File: src/rtl/cuppa_wvb_hdr_ctrl.sv
// Waveform-buffer channel sequencer: circular write address, pre-trigger fill, post-trigger count, header out.
// Optional dropped-trigger counter enabled by defining CUPPA_WVB_HDR_CTRL_DROP_CNT_EN.
module cuppa_wvb_hdr_ctrl #(
    parameter int P_ADR_WIDTH  = 15,
    parameter int P_LTC_WIDTH  = 48,
    parameter int P_PRE_WIDTH  = 6,
    parameter int P_POST_WIDTH = 8
) (
    input  logic                    clk,
    input  logic                    rst_n,
    input  logic                    arm,
    input  logic                    trig,
    input  logic [1:0]              trig_src_in,
    input  logic                    cnst_run_in,
    input  logic [P_PRE_WIDTH-1:0]  pre_conf,
    input  logic [P_POST_WIDTH-1:0] post_conf,
    input  logic [P_LTC_WIDTH-1:0]  ltc_in,
    output logic                    wvb_wr_en,
    output logic [P_ADR_WIDTH-1:0]  wvb_wr_addr,
    output logic [P_LTC_WIDTH+2*P_ADR_WIDTH+P_PRE_WIDTH+2:0] hdr_data,
    output logic                    hdr_valid,
    input  logic                    hdr_ready,
`ifdef CUPPA_WVB_HDR_CTRL_DROP_CNT_EN
    output logic [15:0]             drop_cnt,
`endif
    output logic                    busy
);

    typedef enum logic [2:0] {
        S_IDLE,
        S_PRE_FILL,
        S_ARMED,
        S_POST,
        S_HDR
    } state_t;

    localparam logic [P_PRE_WIDTH-1:0]  PRE_ONE  = 1;
    localparam logic [P_POST_WIDTH-1:0] POST_ONE = 1;

    state_t                  state, state_nxt;
    logic [P_PRE_WIDTH-1:0]  fill_cnt, fill_nxt;
    logic [P_POST_WIDTH-1:0] post_cnt, post_nxt;
    logic [P_POST_WIDTH-1:0] post_lat;
    logic [P_PRE_WIDTH-1:0]  pre_m1;
    logic [P_ADR_WIDTH-1:0]  start_addr, stop_addr;
    logic                    evt_take;
    logic                    rearm;

    assign pre_m1     = pre_conf - PRE_ONE;
    assign start_addr = wvb_wr_addr - P_ADR_WIDTH'(pre_conf);
    assign stop_addr  = wvb_wr_addr + P_ADR_WIDTH'(post_conf);

    assign wvb_wr_en = (state != S_IDLE);
    assign busy      = (state != S_IDLE);
    assign hdr_valid = (state == S_HDR);

    always_comb begin
        state_nxt = state;
        fill_nxt  = fill_cnt;
        post_nxt  = post_cnt;
        evt_take  = 1'b0;
        rearm     = 1'b0;
        case (state)
            S_IDLE: begin
                if (arm) begin
                    rearm     = 1'b1;
                    fill_nxt  = '0;
                    state_nxt = (pre_conf == '0) ? S_ARMED : S_PRE_FILL;
                end
            end
            S_PRE_FILL: begin
                if (!arm) begin
                    state_nxt = S_IDLE;
                end else if (fill_cnt == pre_m1) begin
                    state_nxt = S_ARMED;
                end else begin
                    fill_nxt = fill_cnt + PRE_ONE;
                end
            end
            S_ARMED: begin
                // A trigger in the same cycle as disarm still captures the event
                if (trig || cnst_run_in) begin
                    evt_take  = 1'b1;
                    post_nxt  = '0;
                    state_nxt = (post_conf == '0) ? S_HDR : S_POST;
                end else if (!arm) begin
                    state_nxt = S_IDLE;
                end
            end
            S_POST: begin
                post_nxt = post_cnt + POST_ONE;
                if (post_nxt == post_lat) begin
                    state_nxt = S_HDR;
                end
            end
            S_HDR: begin
                if (hdr_ready) begin
                    fill_nxt = '0;
                    if (!arm) begin
                        state_nxt = S_IDLE;
                    end else begin
                        state_nxt = (pre_conf == '0) ? S_ARMED : S_PRE_FILL;
                    end
                end
            end
            default: state_nxt = S_IDLE;
        endcase
    end

    always_ff @(posedge clk or negedge rst_n) begin
        if (!rst_n) begin
            state    <= S_IDLE;
            fill_cnt <= '0;
            post_cnt <= '0;
        end else begin
            state    <= state_nxt;
            fill_cnt <= fill_nxt;
            post_cnt <= post_nxt;
        end
    end

    // Address free-runs whenever the buffer is being written and holds in IDLE
    always_ff @(posedge clk or negedge rst_n) begin
        if (!rst_n) begin
            wvb_wr_addr <= '0;
        end else if (state != S_IDLE) begin
            wvb_wr_addr <= wvb_wr_addr + 1'b1;
        end
    end

    always_ff @(posedge clk or negedge rst_n) begin
        if (!rst_n) begin
            post_lat <= '0;
            hdr_data <= '0;
        end else if (evt_take) begin
            post_lat <= post_conf;
            hdr_data <= {pre_conf, cnst_run_in, trig_src_in, stop_addr, start_addr, ltc_in};
        end
    end

`ifdef CUPPA_WVB_HDR_CTRL_DROP_CNT_EN
    function automatic logic [15:0] sat_inc(input logic [15:0] v);
        return (v == 16'hFFFF) ? v : v + 16'd1;
    endfunction

    always_ff @(posedge clk or negedge rst_n) begin
        if (!rst_n) begin
            drop_cnt <= '0;
        end else if (rearm) begin
            drop_cnt <= '0;
        end else if (trig && (state == S_PRE_FILL || state == S_POST || state == S_HDR)) begin
            drop_cnt <= sat_inc(drop_cnt);
        end
    end
`endif

endmodule

File: config.mk
export PLATFORM = sky130hd
export DESIGN_NAME = cuppa_wvb_hdr_ctrl
export DESIGN_NICKNAME = d
export VERILOG_FILES = /design/src/rtl/cuppa_wvb_hdr_ctrl.sv
export SDC_FILE = /design/constraint.sdc
export NUM_CORES = 1
export LEC_CHECK = 0
export BUFFER_PORTS_ARGS = -buffer_cell sky130_fd_sc_hd__clkbuf_2
export CAP_MARGIN = 10
export CORE_ASPECT_RATIO = 2
export CORE_MARGIN = 5
export CORE_UTILIZATION = 25
export CTS_CLUSTER_SIZE = 10
export DETAILED_ROUTE_END_ITERATION = 8
export PLACE_DENSITY_LB_ADDON = 0.08
export SLEW_MARGIN = 20
export SYNTH_ARGS = -nofsm -noshare
export SYNTH_HDL_FRONTEND = slang
export SYNTH_SLANG_ARGS = --single-unit
File: constraint.sdc
create_clock -name clk -period 2 [get_ports clk]
set_clock_uncertainty 0.05 [all_clocks]
set_input_delay 0.2 -clock clk [delete_from_list [all_inputs] [get_ports clk]]
set_output_delay 0.2 -clock clk [all_outputs]
set_load 0.02 [all_outputs]
### Word-level counts from Yosys, hierarchy flattened

Cells that the tools add are included.

* register bits after elaboration: 127
* bits of input ports: 70
* logic and storage cells: 56

* $add $sub $neg: 6
* equal/unequal tests: 14
* multiplexer cells: 20
* reduce and logical (&&, ||, !) cells: 10

Operators with widths (number)
* 2-to-1 mux 3 bit: 8
* 2-to-1 mux 6 bit: 4
* one-hot mux 6 bit (3 select lines): 1
* one-hot mux 8 bit (2 select lines): 1
* adder 15 x 1 -> 15 bit (second input constant): 1
* adder 15 x 8 -> 15 bit: 1
* one-hot mux 3 bit (5 select lines): 1
* subtractor 15 x 6 -> 15 bit: 1
* != test 2 bit (second input constant): 5
* AND reduction 5 bit: 2
* adder 8 x 1 -> 8 bit (second input constant): 1
* == test 8 bit: 1
* zero test 8 bit: 1
* 2-to-1 mux 8 bit: 1
* adder 6 x 1 -> 6 bit (second input constant): 1
* == test 3 x 2 -> 1 bit (second input constant): 2
* == test 6 bit: 1
* zero test 6 bit: 1
* != test 3 bit (second input constant): 2
* nonzero test 3 bit: 2
* subtractor 6 x 1 -> 6 bit (second input constant): 1
* 2-to-1 mux 2 bit: 2
* == test 3 x 1 -> 1 bit (second input constant): 1
* == test 3 bit (second input constant): 1
* other kinds (6): 7

### Longest topological paths before layout

* depth in word-level cells: 5
* depth in mapped cells: 9
* mapped depth without buffers: 9

### Worst setup path after synthesis

OpenSTA, ideal clock, no wires.

* path type: flip-flop to flip-flop
* start: register wvb_wr_addr[0]
* end: register hdr_data[58]
* library setup time: 82 ps
* arrival time: 2098 ps
* data required time: 1868 ps
* slack: -230 ps
* cell stages (with the launch flop): 10
* path buffers: 0
* period minus slack after synthesis: 2230 ps
* cells stage by stage: dfrtp_1 inv_1 ha_1 fa_1 nor2b_1 o21ai_1 a21boi_2 o21a_2 or4_1 a31oi_1

* longest elaborated chain between the ends: 1

Ends and longest elaborated chain
* start, declared: RTL line 19 `output logic [P_ADR_WIDTH-1:0] wvb_wr_addr,`
* start signal, assigned: RTL line 127 `wvb_wr_addr <= wvb_wr_addr + 1'b1;`
* subtractor 15 x 6 -> 15 bit: RTL line 50 `assign start_addr = wvb_wr_addr - P_ADR_WIDTH'(pre_conf);`
* end signal, assigned: RTL line 137 `hdr_data <= {pre_conf, cnst_run_in, trig_src_in, stop_addr, start_addr, ltc_in};`
* end, declared: RTL line 20 `output logic [P_LTC_WIDTH+2*P_ADR_WIDTH+P_PRE_WIDTH+2:0] hdr_data,`

Every way passes these cells.
A chain may end at the register's enable or synchronous reset.

### Worst setup path after layout

Same ends and word-level chain as after synthesis.

==> summary by stage <==
Outcome
The flow ran to the end, but the final reports show violations. The checks that failed: negative setup slack.

GRT
The pin count of the biggest net entering global routing is 48. The number of antenna violations at the first check in global routing is 0. The first global-routing pass estimated approximately 34,000 microns of wire. Global routing finished with a remaining overflow of 0.

Global routing used between 10% and 20% of the available tracks. The via count of the first global-routing pass is 6,355.

Synthesis
The commonest cells after synthesis are nand2_1, dfrtp_1, o21ai_0, nor2_1, xnor2_1. The total of warnings raised by yosys is 0. The net count of the mapped netlist is between 700 and 800.

By area the synthesized netlist is led by dfrtp_1, nand2_1, ha_1. The commonest register cell after synthesis is dfrtp_1. Of all cell types, the one taking the most synthesized area is dfrtp_1.

In this run the cell area of the synthesized design comes to ~6300 sq um. Yosys mapped a number of flops with a built-in enable equal to 0. The per-instance average area after synthesis is roughly 9 sq um. The share of the synthesized area in the top cell type is 50.5%. Counting flops with an async set or reset pin after synthesis yields a share of 100%. Sequential cells were found to cover between 50% and 60% of the synthesized design area. The flip-flop and latch count after synthesis is 127.

The number of unique standard cell types used by synthesis is 59. The most instantiated library cell after synthesis is nand2_1. The cell count after synthesis is 709.

Worst hold path
The worst hold path was traced through 3 stages. The classification of the worst-slack hold path is input port to flip-flop.

Worst setup path
Measured in cells, the most critical reg-to-reg path has a length of 9. Among all stages on the critical path, the largest delay is contributed by dfrtp_2. The startpoint type of the worst setup path is a flip-flop. The type of the setup path with the least slack is flip-flop to flip-flop. The critical path depth in cells is 9. Data on the critical path arrives at its endpoint at approximately 2.3 ns. The required time of the critical path is 2.30 ns. The maximum fanout count along the critical path is 8. Traced cell by cell, the critical path runs through inv_2 > ha_4 > fa_2 > nor2b_2 > o21ai_2 > a21boi_2 > o21a_4 > or4_1 > a31oi_1. In this design, the largest share of critical-path delay is due to compound AO/OA/AOI/OAI gates. The longest individual stage delay on the worst path is between 0.4 and 0.5 ns. STA classifies the critical path endpoint as a flip-flop.

The sum of buffers and inverters on the critical path is 1.

CTS
The cell sitting at the root of the clock tree is a clkbuf_16. The insertion delay of the later-clocked pin in the worst-skew pair is between 0.4 and 0.5 ns. The maximum buffer depth of the clock tree is 2. The TritonCTS clock tree is yes. The number of clock buffers added by TritonCTS is 17.

The clock transition at the registers of the reported paths is 0.06 ns. The maximum level of the CTS H-tree is 4. The clock net sink count is about 130.

Route
Dividing the detail-routed wire length by the instance count gives between 15 and 20 microns. The total detailed-routing wirelength is about 22,000 microns. The final route contains ~6,000 vias. The first detailed-routing pass ran for 5 iterations. The detailed router finished its first iteration with ~200 violations. For this run, design rule violations remaining after detail routing come to 0. The count of nets left with antenna violations once routing finished came out at 0.

The via count normalized by instance count is 4.38.

Timing
The final critical-path required period is 2.02 ns. The number of hold-slack violations in the final timing report is 0. Setup repair after global routing could not meet its margin everywhere. The count of endpoints failing setup in the final report is 2. For the pin with the worst max-slew slack, the measured transition is 0.637 ns.

The number of max-slew violations in the final report is 0. The headroom to the max-slew limit is about 57%. The period utilization is 101%. The setup TNS is -0.0335 ns. Derived from the worst setup path, the maximum achievable clock frequency is slightly below 500 MHz. The worst-case setup margin in the final layout is -0.0186 ns.

Power
The worst supply voltage drop on vdd is 0.800 mV. The static leakage power is about 4.8 nW. Power spread over the standard cell area amounts to 1570 nW/um^2.

Layout
After the last flow step, the layout net total stands at about 1,100. The post-route netlist has 33.7% of its cells at a drive strength greater than 1. The count of non-filler cells in the finished layout is between 1,000 and 1,500. The antenna diode count is 0. The area growth from synthesis to final layout is 52.5%.

Placement
The half-perimeter wire length after placement is 16,400 microns. At the placement stage, the worst setup path has a slack of -0.174 ns. The congestion estimate from routability-driven global placement came to 0.745. The total of buffers placed on input and output ports is about 170. The count of placed standard cells including taps is 1,268.

Die
The die is 234 microns tall. From left edge to right edge, the die measures about 120 microns. The boundary pin count is 175.

The die covers approximately 29,000 sq um. The core area is around 25,000 sq um. The initial standard-cell utilization of the core is between 20% and 30%. The floorplan has 82 rows.

Flow run
The tool flagged a number of max-cap violations equal to 0.
==> cells by family (layout without fill, tap and decap cells) <==
kind of cell             Yosys count  count (layout)  synth area share, %
adder cells (fa/ha/maj)           20              20                 4.21
multiplexers                       2               2                0.338
buffers and inverters             53             376                 4.01
AND/OR/NAND/NOR                  348             348                 23.6
AO/OA/AOI/OAI                    112             112                 10.8
XOR/XNOR                          47              47                 6.54
flip-flops                       127             127                 50.5
==> metrics by stage <==
stage               total power [mW]  utilization [%]  cell area (sq um)  hold slack [ns]
global placement                11.4             32.7               8160            0.108
CTS                             15.1             38.1               9490           0.0169
detailed placement              11.4             32.7               8160            0.109
global route                    16.3             38.5               9610           0.0514
floorplan                       8.39                -               6340           -0.146
finish                          15.0             38.5               9610           0.0478
==> metal layers <==
| layer | up-vias | GRT usage [%] | share of wire, % |
|---|---|---|---|
| met5 | - | 0 | 0 |
| met4 | 0 | 5.92 | 2.1 |
| met3 | 28 | 4.23 | 4.5 |
| met2 | 135 | 30.3 | 57 |
| met1 | 2864 | 15.8 | 36 |
| li1 | 2969 | - | - |
==> tightest hold or removal path, delay by kind of cell <==
family / cells / cell delay [ns]
buf+inv: 1 / 0.11
compound gates: 1 / 0.11
simple gates: 1 / 0.06
==> final cells by class <==
type	count	area, sq um
multi-input cells	529	3060
clock buffers	18	429
fillers	2591	15300
inverters	19	71.3
well taps	336	420
repair buffers	325	2250
flip-flops and latches	127	3190
clock inverters	14	191
==> cell usage in the layout (no fill, tap or decap), types with 8 or more instances in the layout <==
master,n
nand2_1,237
clkbuf_2,173
dfrtp_1,119
buf_4,82
dlygate4sd3_1,60
nor2_1,30
o21ai_0,28
xor2_1,23
xnor2_1,23
o21ai_1,22
clkbuf_16,17
inv_1,16
nand3_1,16
ha_1,13
or3_1,11
a21oi_1,11
dfrtp_2,8
==> power by group <==
part           total, mW  switching [mW]  internal [mW]  leakage (nW)
clock network       3.33            1.25           2.08         0.292
logic               7.38            4.37           3.01          2.94
registers           4.34           0.710           3.63          1.59
==> what timing repair did <==
item / CTS / global route
hold buffers: 60 / 0
pin swaps: 23 / 12
buffers inserted: 4 / 4
hold endpoints to repair: 101 / 0
gates resized for setup: 17 / 24
setup endpoints to repair: 19 / 26
==> worst paths after layout <==
check / start / end / slack, ns
worst max-delay path: wvb_wr_addr[0]$_DFFE_PN0N_ / hdr_data[58]$_DFFE_PN0P_ / -0.02
worst min register to register: hdr_data[30]$_DFFE_PN0P_ / hdr_data[30]$_DFFE_PN0P_ / 0.42
worst max register to register: wvb_wr_addr[0]$_DFFE_PN0N_ / hdr_data[58]$_DFFE_PN0P_ / -0.02
worst min-delay path: trig / hdr_data[80]$_DFFE_PN0P_ / 0.05
max in group asynchronous: rst_n / wvb_wr_addr[12]$_DFFE_PN0N_ / 1.10
min in group asynchronous: rst_n / hdr_data[64]$_DFFE_PN0P_ / 0.21
==> state kept, by name, indices dropped and copies added, names as in the netlist <==
register     cells
post_lat         8
post_cnt         8
hdr_data        87
wvb_wr_addr     15
fill_cnt         6
state            3
Power figures use the tool's default switching activity.
